<file path="src/rtl/spi_slave_regfile.sv">
// rtl/spi_slave_regfile.sv - SPI mode-0 slave giving a master access to a small 8-bit register file
module spi_slave_regfile #(
    parameter int ADDR_BITS   = 4,
    parameter int SYNC_STAGES = 2
) (
    input  logic                 Mclk,
    input  logic                 nReset,
    input  logic                 SPI_clk,
    input  logic                 SPI_CS,
    input  logic                 SPI_MOSI,
    output logic                 SPI_MISO,
    output logic                 Wr_Strobe,
    output logic [6:0]           Wr_Addr,
    output logic [7:0]           Wr_Data,
    output logic                 Busy,
    input  logic [ADDR_BITS-1:0] Reg_Sel,
    output logic [7:0]           Reg_Data
);

    localparam int NREGS = 1 << ADDR_BITS;

    typedef enum logic [1:0] {IDLE, ADDR, WRITE, READ} state_t;

    state_t state, state_nxt;

    logic [SYNC_STAGES-1:0] clk_sync, cs_sync, mosi_sync, sync_valid;
    logic       sck_s, cs_s, mosi_s;
    logic       sck_prev, cs_prev, armed;
    logic       sck_rise, sck_fall, cs_rise, cs_fall;
    logic [2:0] bit_cnt;
    logic [6:0] rx_sr;
    logic [7:0] rx_byte;
    logic [6:0] addr_cnt;
    logic [7:0] tx_sr;
    logic       rd_pending;
    logic       byte_done, wr_fire, wr_in_range;
    logic [6:0] rd_addr;
    logic [7:0] rd_byte;
    logic [7:0] regs [NREGS];

    assign sck_s  = clk_sync[SYNC_STAGES-1];
    assign cs_s   = cs_sync[SYNC_STAGES-1];
    assign mosi_s = mosi_sync[SYNC_STAGES-1];

    // armed stays low after reset until a genuine, flushed CS-high has been seen
    always_ff @(posedge Mclk or negedge nReset) begin
        if (!nReset) begin
            clk_sync   <= '0;
            cs_sync    <= '1;
            mosi_sync  <= '0;
            sync_valid <= '0;
            sck_prev   <= 1'b0;
            cs_prev    <= 1'b1;
            armed      <= 1'b0;
        end else begin
            clk_sync[0]   <= SPI_clk;
            cs_sync[0]    <= SPI_CS;
            mosi_sync[0]  <= SPI_MOSI;
            sync_valid[0] <= 1'b1;
            for (int i = 1; i < SYNC_STAGES; i++) begin
                clk_sync[i]   <= clk_sync[i-1];
                cs_sync[i]    <= cs_sync[i-1];
                mosi_sync[i]  <= mosi_sync[i-1];
                sync_valid[i] <= sync_valid[i-1];
            end
            sck_prev <= sck_s;
            cs_prev  <= cs_s;
            if (sync_valid[SYNC_STAGES-1] && cs_s)
                armed <= 1'b1;
        end
    end

    assign sck_rise  = sck_s & ~sck_prev;
    assign sck_fall  = ~sck_s & sck_prev;
    assign cs_rise   = cs_s & ~cs_prev;
    assign cs_fall   = armed & cs_prev & ~cs_s;
    assign rx_byte   = {rx_sr, mosi_s};
    assign byte_done = sck_rise && (bit_cnt == 3'd7);
    assign wr_fire   = (state == WRITE) && byte_done && !cs_rise;
    assign wr_in_range = int'(addr_cnt) < NREGS;

    // in ADDR the read address is the byte completing this cycle, later it is the counter
    assign rd_addr = (state == ADDR) ? rx_byte[6:0] : addr_cnt;
    assign rd_byte = (int'(rd_addr) < NREGS) ? regs[rd_addr[ADDR_BITS-1:0]] : 8'h00;

    always_ff @(posedge Mclk or negedge nReset) begin
        if (!nReset)
            state <= IDLE;
        else
            state <= state_nxt;
    end

    always_comb begin
        state_nxt = state;
        case (state)
            IDLE:        if (cs_fall) state_nxt = ADDR;
            ADDR:        if (cs_rise) state_nxt = IDLE;
                         else if (byte_done) state_nxt = rx_byte[7] ? READ : WRITE;
            WRITE, READ: if (cs_rise) state_nxt = IDLE;
            default:     state_nxt = IDLE;
        endcase
    end

    always_comb begin
        SPI_MISO = (state == READ) ? tx_sr[7] : 1'b0;
        Busy     = (state != IDLE);
    end

    always_ff @(posedge Mclk or negedge nReset) begin
        if (!nReset) begin
            bit_cnt    <= 3'd0;
            rx_sr      <= 7'd0;
            addr_cnt   <= 7'd0;
            tx_sr      <= 8'd0;
            rd_pending <= 1'b0;
            Wr_Strobe  <= 1'b0;
            Wr_Addr    <= 7'd0;
            Wr_Data    <= 8'd0;
        end else begin
            Wr_Strobe <= 1'b0;
            if (cs_rise) begin
                bit_cnt    <= 3'd0;
                rd_pending <= 1'b0;
            end else begin
                case (state)
                    IDLE: if (cs_fall) bit_cnt <= 3'd0;
                    ADDR, WRITE: begin
                        if (sck_rise) begin
                            rx_sr   <= rx_byte[6:0];
                            bit_cnt <= bit_cnt + 3'd1;
                            if (bit_cnt == 3'd7) begin
                                if (state == ADDR) begin
                                    addr_cnt   <= rx_byte[6:0];
                                    tx_sr      <= rd_byte;
                                    rd_pending <= 1'b0;
                                end else begin
                                    Wr_Strobe <= 1'b1;
                                    Wr_Addr   <= addr_cnt;
                                    Wr_Data   <= rx_byte;
                                    addr_cnt  <= addr_cnt + 7'd1;
                                end
                            end
                        end
                    end
                    READ: begin
                        // the falling edge closing the address byte must not shift out the MSB
                        if (sck_rise) begin
                            bit_cnt    <= bit_cnt + 3'd1;
                            rd_pending <= 1'b1;
                            if (bit_cnt == 3'd7)
                                addr_cnt <= addr_cnt + 7'd1;
                        end else if (sck_fall && rd_pending) begin
                            rd_pending <= 1'b0;
                            if (bit_cnt == 3'd0)
                                tx_sr <= rd_byte;
                            else
                                tx_sr <= {tx_sr[6:0], 1'b0};
                        end
                    end
                    default: ;
                endcase
            end
        end
    end

    always_ff @(posedge Mclk or negedge nReset) begin
        if (!nReset) begin
            for (int i = 0; i < NREGS; i++)
                regs[i] <= 8'h00;
        end else if (wr_fire && wr_in_range) begin
            regs[addr_cnt[ADDR_BITS-1:0]] <= rx_byte;
        end
    end

    assign Reg_Data = regs[Reg_Sel];

endmodule

</file>
<file path="config.mk">
export PLATFORM = sky130hd
export DESIGN_NAME = spi_slave_regfile
export DESIGN_NICKNAME = d
export VERILOG_FILES = /design/src/rtl/spi_slave_regfile.sv
export SDC_FILE = /design/constraint.sdc
export NUM_CORES = 1
export LEC_CHECK = 0
export BUFFER_PORTS_ARGS = -buffer_cell sky130_fd_sc_hd__buf_2
export CORE_ASPECT_RATIO = 1.75
export CORE_UTILIZATION = 50
export CTS_BUF_LIST = sky130_fd_sc_hd__clkbuf_4
export DETAILED_ROUTE_END_ITERATION = 12
export GPL_TIMING_DRIVEN = 0
export HOLD_SLACK_MARGIN = 0.03
export MAX_ROUTING_LAYER = met4
export PLACE_DENSITY_LB_ADDON = 0.15
export SKIP_CTS_REPAIR_TIMING = 1
export SYNTH_ARGS = -nofsm -noshare
export SYNTH_HDL_FRONTEND = slang
export SYNTH_SLANG_ARGS = --single-unit
</file>
<file path="constraint.sdc">
create_clock -name Mclk -period 2.9 [get_ports Mclk]
set_input_delay 0.145 -clock Mclk [delete_from_list [all_inputs] [get_ports Mclk]]
set_output_delay 0.145 -clock Mclk [all_outputs]
set_load 0.05 [all_outputs]
</file>
# Word-level counts from Yosys, hierarchy flattened
# Index checks and enable logic that the tools add are counted.
# Widths: inputs -> output; s select.
dict set report word_totals {
  ff_bits 183
  latchBits 0
  mem_bits_rw 0
  mem_bits_ro 0
  inputBits 9
  out_inout_bits 26
  word_cells 144
  mem_count 0
}
dict set report op_classes {
  addsub 2
  mul 0
  div 0
  order_cmp 6
  eq_ne 20
  shift 0
  mux 47
  n_bitwise 14
  reduce_logical 23
}
# operator count
set ops {}
lappend ops {{$bwmux 128} 1}
lappend ops {{$mux 8} 12}
lappend ops {{$bmux 8 s4} 2}
lappend ops {{$mux 7} 6}
lappend ops {{$demux 8 s4} 1}
lappend ops {{$ne 2x2->1 const B} 8}
lappend ops {{$pmux 8 s2} 1}
lappend ops {{$ge 5x5->1 const B} 3}
lappend ops {{$ne 3x3->1 const B} 5}
lappend ops {{$not 4->5} 3}
lappend ops {{$lt 7x5->1 const B} 2}
lappend ops {{$pmux 7 s2} 1}
lappend ops {{$mux 1} 13}
lappend ops {{$reduce_and 5->1} 2}
lappend ops {{$mux 3} 3}
lappend ops {{$mux 2} 4}
lappend ops {{$add 7x1->7 const B} 1}
lappend ops {{$logic_and 1x1->1} 7}
lappend ops {{$reduce_and 7->1} 1}
lappend ops {{$not 1->1} 6}
lappend ops {{$pmux 2 s3} 1}
lappend ops {{$pmux 3 s2} 1}
lappend ops {{$reduce_and 3->1} 2}
lappend ops {{$reduce_and 6->1} 1}
lappend ops {{18 further kinds} 25}

# Logic depth before layout (Yosys ltp)
dict set report depth {
  ltp_word 11
  depth_mapped 11
  mapped_depth_nobuf 8
}

# Worst setup path before layout
# OpenSTA, ideal clock, no wires.
dict set report synth_timing {
  path_kind {register to register}
  startpoint {reg state[1]}
  endpoint {reg tx_sr[0]}
  setup_time_ps 131
  arrival_ps 2079
  t_required_ps 2769
  path_slack_ps 690
  stages_incl_launch_ff 9
  path_buffers 1
  period_less_slack_ps 2210
  path_cell_list {dfrtp_1 > inv_1 > ha_1 > buf_6 > o21ai_2 > mux4_2 > mux2_2 > nand3_1 > o211ai_1}
}
dict set report synth_via {
  elab_chain_cells 11
  word_cells_on_any_way 25
  cone_classes {order compare: 1; eq/ne: 8; mux: 12; bitwise: 1; reduce/logical: 3}
}
# item line
set synth_rtl {}
lappend synth_rtl {{from (decl)} 24} ;# state_t state, state_nxt;
lappend synth_rtl {{from (signal assigned)} 90} ;# state <= state_nxt;
lappend synth_rtl {{$eq 2x1->1} {83, 125, 132}}
lappend synth_rtl {{$mux 7} 83} ;# assign rd_addr = (state == ADDR) ? rx_byte[6:0] : addr_cnt;
lappend synth_rtl {{$not 4->5 (implied by the code)} 84} ;# assign rd_byte = (int'(rd_addr) < NREGS) ? regs[rd_addr[ADDR_BITS-1:0]] : 8'h00;
lappend synth_rtl {{$bmux 8 s4} 84}
lappend synth_rtl {{$mux 8 (implied by the code) (2 in a row)} 84}
lappend synth_rtl {{$mux 8} 84}
lappend synth_rtl {{$mux 8 (on tied branches)} {154, 132}}
lappend synth_rtl {{$mux 8 (on tied branches)} {152, 131}}
lappend synth_rtl {{$mux 8 (on tied branches)} {147, 128}}
lappend synth_rtl {{$pmux 8 s2} 125} ;# case (state)
lappend synth_rtl {{to (signal assigned)} 134} ;# tx_sr <= rd_byte;
lappend synth_rtl {{to (signal assigned)} 155} ;# tx_sr <= rd_byte;
lappend synth_rtl {{to (signal assigned)} 157} ;# tx_sr <= {tx_sr[6:0], 1'b0};
lappend synth_rtl {{to (decl)} 34} ;# logic [7:0] tx_sr;
# Parallel ways exist; a longest one is shown, timed or not. The select of a mux whose other input is x is not followed.
# A chain may end at the register's enable or synchronous reset.

# Final worst setup path
dict set report layout_timing {
  startpoint {reg bit_cnt[1]}
  endpoint {reg regs[55] in the netlist's numbering}
}
dict set report layout_via {
  elab_chain_cells 5
}
# item line
set layout_rtl {}
lappend layout_rtl {{from (decl)} 30} ;# logic [2:0] bit_cnt;
lappend layout_rtl {{from (signal assigned)} 130} ;# bit_cnt <= bit_cnt + 3'd1;
lappend layout_rtl {{from (signal assigned)} 148} ;# bit_cnt <= bit_cnt + 3'd1;
lappend layout_rtl {{$eq 3x3->1} 78} ;# assign byte_done = sck_rise && (bit_cnt == 3'd7);
lappend layout_rtl {{$logic_and 1x1->1} 78}
lappend layout_rtl {{$logic_and 1x1->1 (2 in a row)} 79} ;# assign wr_fire = (state == WRITE) && byte_done && !cs_rise;
lappend layout_rtl {{$logic_and 1x1->1} 170} ;# end else if (wr_fire && wr_in_range) begin
lappend layout_rtl {{to (signal, indexed assignment)} 171} ;# regs[addr_cnt[ADDR_BITS-1:0]] <= rx_byte;
lappend layout_rtl {{to (decl)} 39} ;# logic [7:0] regs [NREGS];
# Every way passes these cells.

==> results_dict.tcl <==
set metrics [dict create \
    outcome "finished clean" \
    hpwlAfterDp_mm 25.2 \
    grt_use_met3_pct 7.16 \
    cp_slowest_stage_delay_ns 0.71 \
    cp-end-kind "register" \
    synth-seq-area-share_pct 44.2 \
    synth_xor_xnor_area_share_pct 0 \
    max-slew-margin-rel_pct 37.6 \
    path_common_cell "ha_1" \
    cts_tree "built" \
    route.detailed.drc 0 \
    rsz0062_at_grt "yes" \
    clockRootBuffer "clkbuf_4" \
    synth-simple-area-share_pct 9.87 \
    insertion_delay_ns 0.66 \
    syn_area_um2 10400 \
    hold_class "primary input to async pin" \
    finalCritPeriodShare_pct 98.6 \
    synthToLayoutAreaGrowth_pct 9.34 \
    max_cap_violations 0 \
    synth_top_area_share_pct 43.5 \
    fp.dieW_um 111 \
    grt_max_degree 104 \
    die_area_um2 21300 \
    muxShareOfSynthArea_pct 26.6 \
    cts_buffer_depth 2 \
    vdd_ir_drop_max_mv 0.517 \
    vias 8203 \
    cp-start-kind "register" \
    cp_data_required_time_ns 3.43 \
    yosys_warnings 0 \
    grt_util_met2_pct 58.0 \
    maxClockFrequency_ghz 0.350 \
    antenna_found_initial 2 \
    synth-compound-area-share_pct 14.2 \
    synth_seq_cells 183 \
    fin_skew_ns 0.0321 \
    finalWirelength_mm 35.9 \
    cp_cell_sequence "ha_1 -> ha_1 -> nand3b_4 -> nor2_1 -> and3_1 -> buf_4 -> nand2_2 -> nor2_2 -> mux2_2" \
    numPortBuffers 30 \
    globalRouteMet1Util_pct 37.9 \
    tightest_slew_ns 0.933 \
    final_nets 973 \
    hold_viol 0 \
    ys_types 69 \
    avgSynthCellArea_um2 11.5 \
    syn_inst 898 \
    synth_fa_ha_area_share_pct 1.45 \
    initial_utilization_pct 51.1 \
    busiest_layer "met2" \
    finalCriticalPeriod_ns 2.86 \
    tns_ns 0 \
    io_pins 35 \
    critPathMaxFanout 8 \
    routedWlPerCell_um 29.6 \
    fin_cells 1215 \
    maxSlewViolCount 0 \
    synth-edff-count 0 \
    cts.sinks 183 \
    row_count 69 \
    crit_buf_inv 1 \
    grt_pass1_wl_mm 53.3 \
    numCtsBuffers 17 \
    final_antenna_net_count 0 \
    h-tree-depth 4 \
    syn_nets 919 \
    grt_pass1_vias 8221 \
    setup_viol_count_final 0 \
    synthFlopType "dfrtp_1" \
    slowest_stage "nor2_2" \
    grt-ovfl-total 0 \
    place.gp.congestion 1.00 \
    arrival_ns 3.39 \
    yosys-top-cells-area "dfrtp_1 43%, mux2_2 16%, mux4_2 9.6%, nand2_1 3.5%, a21oi_1 3.3%" \
    first_pass_iters 5 \
    crit_family "simple AND/OR/NAND/NOR gates" \
    coreArea_um2 20300 \
    die_h_um 192 \
    grt_use_total_pct 36.2 \
    p_leak_nw 5.05 \
    dpl.cell_count 1177 \
    layout-drive-gt1-share_pct 35.4 \
    synth_top_area_cell "dfrtp_1" \
    async_reset_ff_share_pct 100 \
    drt-initial-drc-count 842 \
    cellPowerDensity_nw_per_um2 699 \
    clk_pin_slew_ns 0.16 \
    synth_top_family_by_area "multiplexers" \
    worst-setup-path-type "register to register" \
    viasPerCell 6.75 \
]
==> report_power, final <==
part           switching, mW  internal [mW]
logic                   2.35           1.10
registers              0.111           2.67
clock network          0.985          0.702
==> state kept, by name, indices dropped and copies added (netlist names), 3 cells and up <==
name,flops
Wr_Addr,7
Wr_Data,8
addr_cnt,7
bit_cnt,3
regs,128
rx_sr,7
tx_sr,8
==> synthesized netlist by cell type (4+ instances only) <==
library cell	count
o211ai_1	8
a22oi_1	16
o22ai_1	5
nand2_1	97
ha_1	12
buf_2	34
clkbuf_1	28
and2_1	5
a31oi_1	5
o221ai_1	5
mux2i_1	4
nor2_2	5
mux2_2	149
a21o_1	4
mux4_2	44
o21ai_0	35
nand2b_1	6
nor2b_1	10
nor2_4	6
nand3_1	11
a211oi_1	18
a221oi_1	6
dfrtp_1	180
nor2_1	26
nor3_4	4
o31ai_1	5
a21oi_1	69
a22o_1	6
a31o_2	4
o21a_1	4
o22a_1	11
inv_1	14
==> stage by stage <==
step                setup WS, ns  area, um^2  power (mW)  hold slack, ns  util, %
finish                    0.0420       11300        7.92          0.0570     55.9
global route             -0.0650       11300        8.22           0.108     55.9
CTS                       -0.257       11200        7.69          -0.512     55.2
detailed placement        -0.210       10900        6.01           0.181     53.5
global placement           -1.37       10800        6.00           0.251     53.4
floorplan                  0.690       10400        4.87          -0.151        -
==> worst register-to-register path: cells and delay by family (launching register included) <==
family        cells  cell delay [ns]
fa+ha+maj         2             0.40
flops             1             0.41
simple gates      5             1.35
mux               1             0.41
buf+inv           1             0.17
==> metal layers <==
metal	vias up	part of all wire (%)
met3	163	6.7
met4	0	9.2
met1	4136	34
li1	3459	-
met2	445	50
met5	-	0
==> placed cells by master (no fill, tap or decap), types with 21 or more instances in the layout <==
cell type,n
a21oi_1,68
buf_2,60
clkbuf_1,26
clkbuf_4,21
dfrtp_1,180
mux2_2,149
mux4_2,44
nand2_1,97
nor2_1,25
o21ai_0,34
==> worst paths after layout <==
| check | startpoint | endpoint | slack (ns) | cells after the start |
|---|---|---|---|---|
| worst min register to register | mosi_sync[0]$_DFF_PN0_ | mosi_sync[1]$_DFF_PN0_ | 0.35 | 0 |
| min in group Mclk | SPI_CS | cs_sync[0]$_DFF_PN1_ | 0.13 | 2 |
| max in group asynchronous | nReset | regs[73]$_DFFE_PN0P_ | 1.79 | 3 |
| worst max register to register | bit_cnt[1]$_DFFE_PN0P_ | regs[55]$_DFFE_PN0P_ | 0.04 | 9 |
| worst max-delay path | bit_cnt[1]$_DFFE_PN0P_ | regs[55]$_DFFE_PN0P_ | 0.04 | 9 |
| worst min-delay path | nReset | Wr_Strobe$_DFF_PN0_ | 0.06 | 2 |
==> logic make-up (layout without fill, tap and decap cells) <==
kind of cell,count (synthesis),count (layout)
AOI/OAI and AO/OA,223,223
adders and majority gates,12,12
buffers and inverters,84,151
DFF,183,183
muxes,200,200
other,1,3
and+or+nand+nor,195,195
==> layout make-up <==
| class | count | area, um^2 |
|---|---|---|
| inverter | 15 | 56.3 |
| tap | 248 | 310 |
| multi-input combinational | 631 | 5490 |
| clock inverter | 14 | 198 |
| buffer | 69 | 330 |
| fill | 1761 | 8950 |
| timing repair buffer | 35 | 228 |
| antenna | 2 | 5.00 |
| clock buffer | 18 | 135 |
| sequential | 183 | 4580 |
No activity file was read; power rests on OpenSTA's default activity.
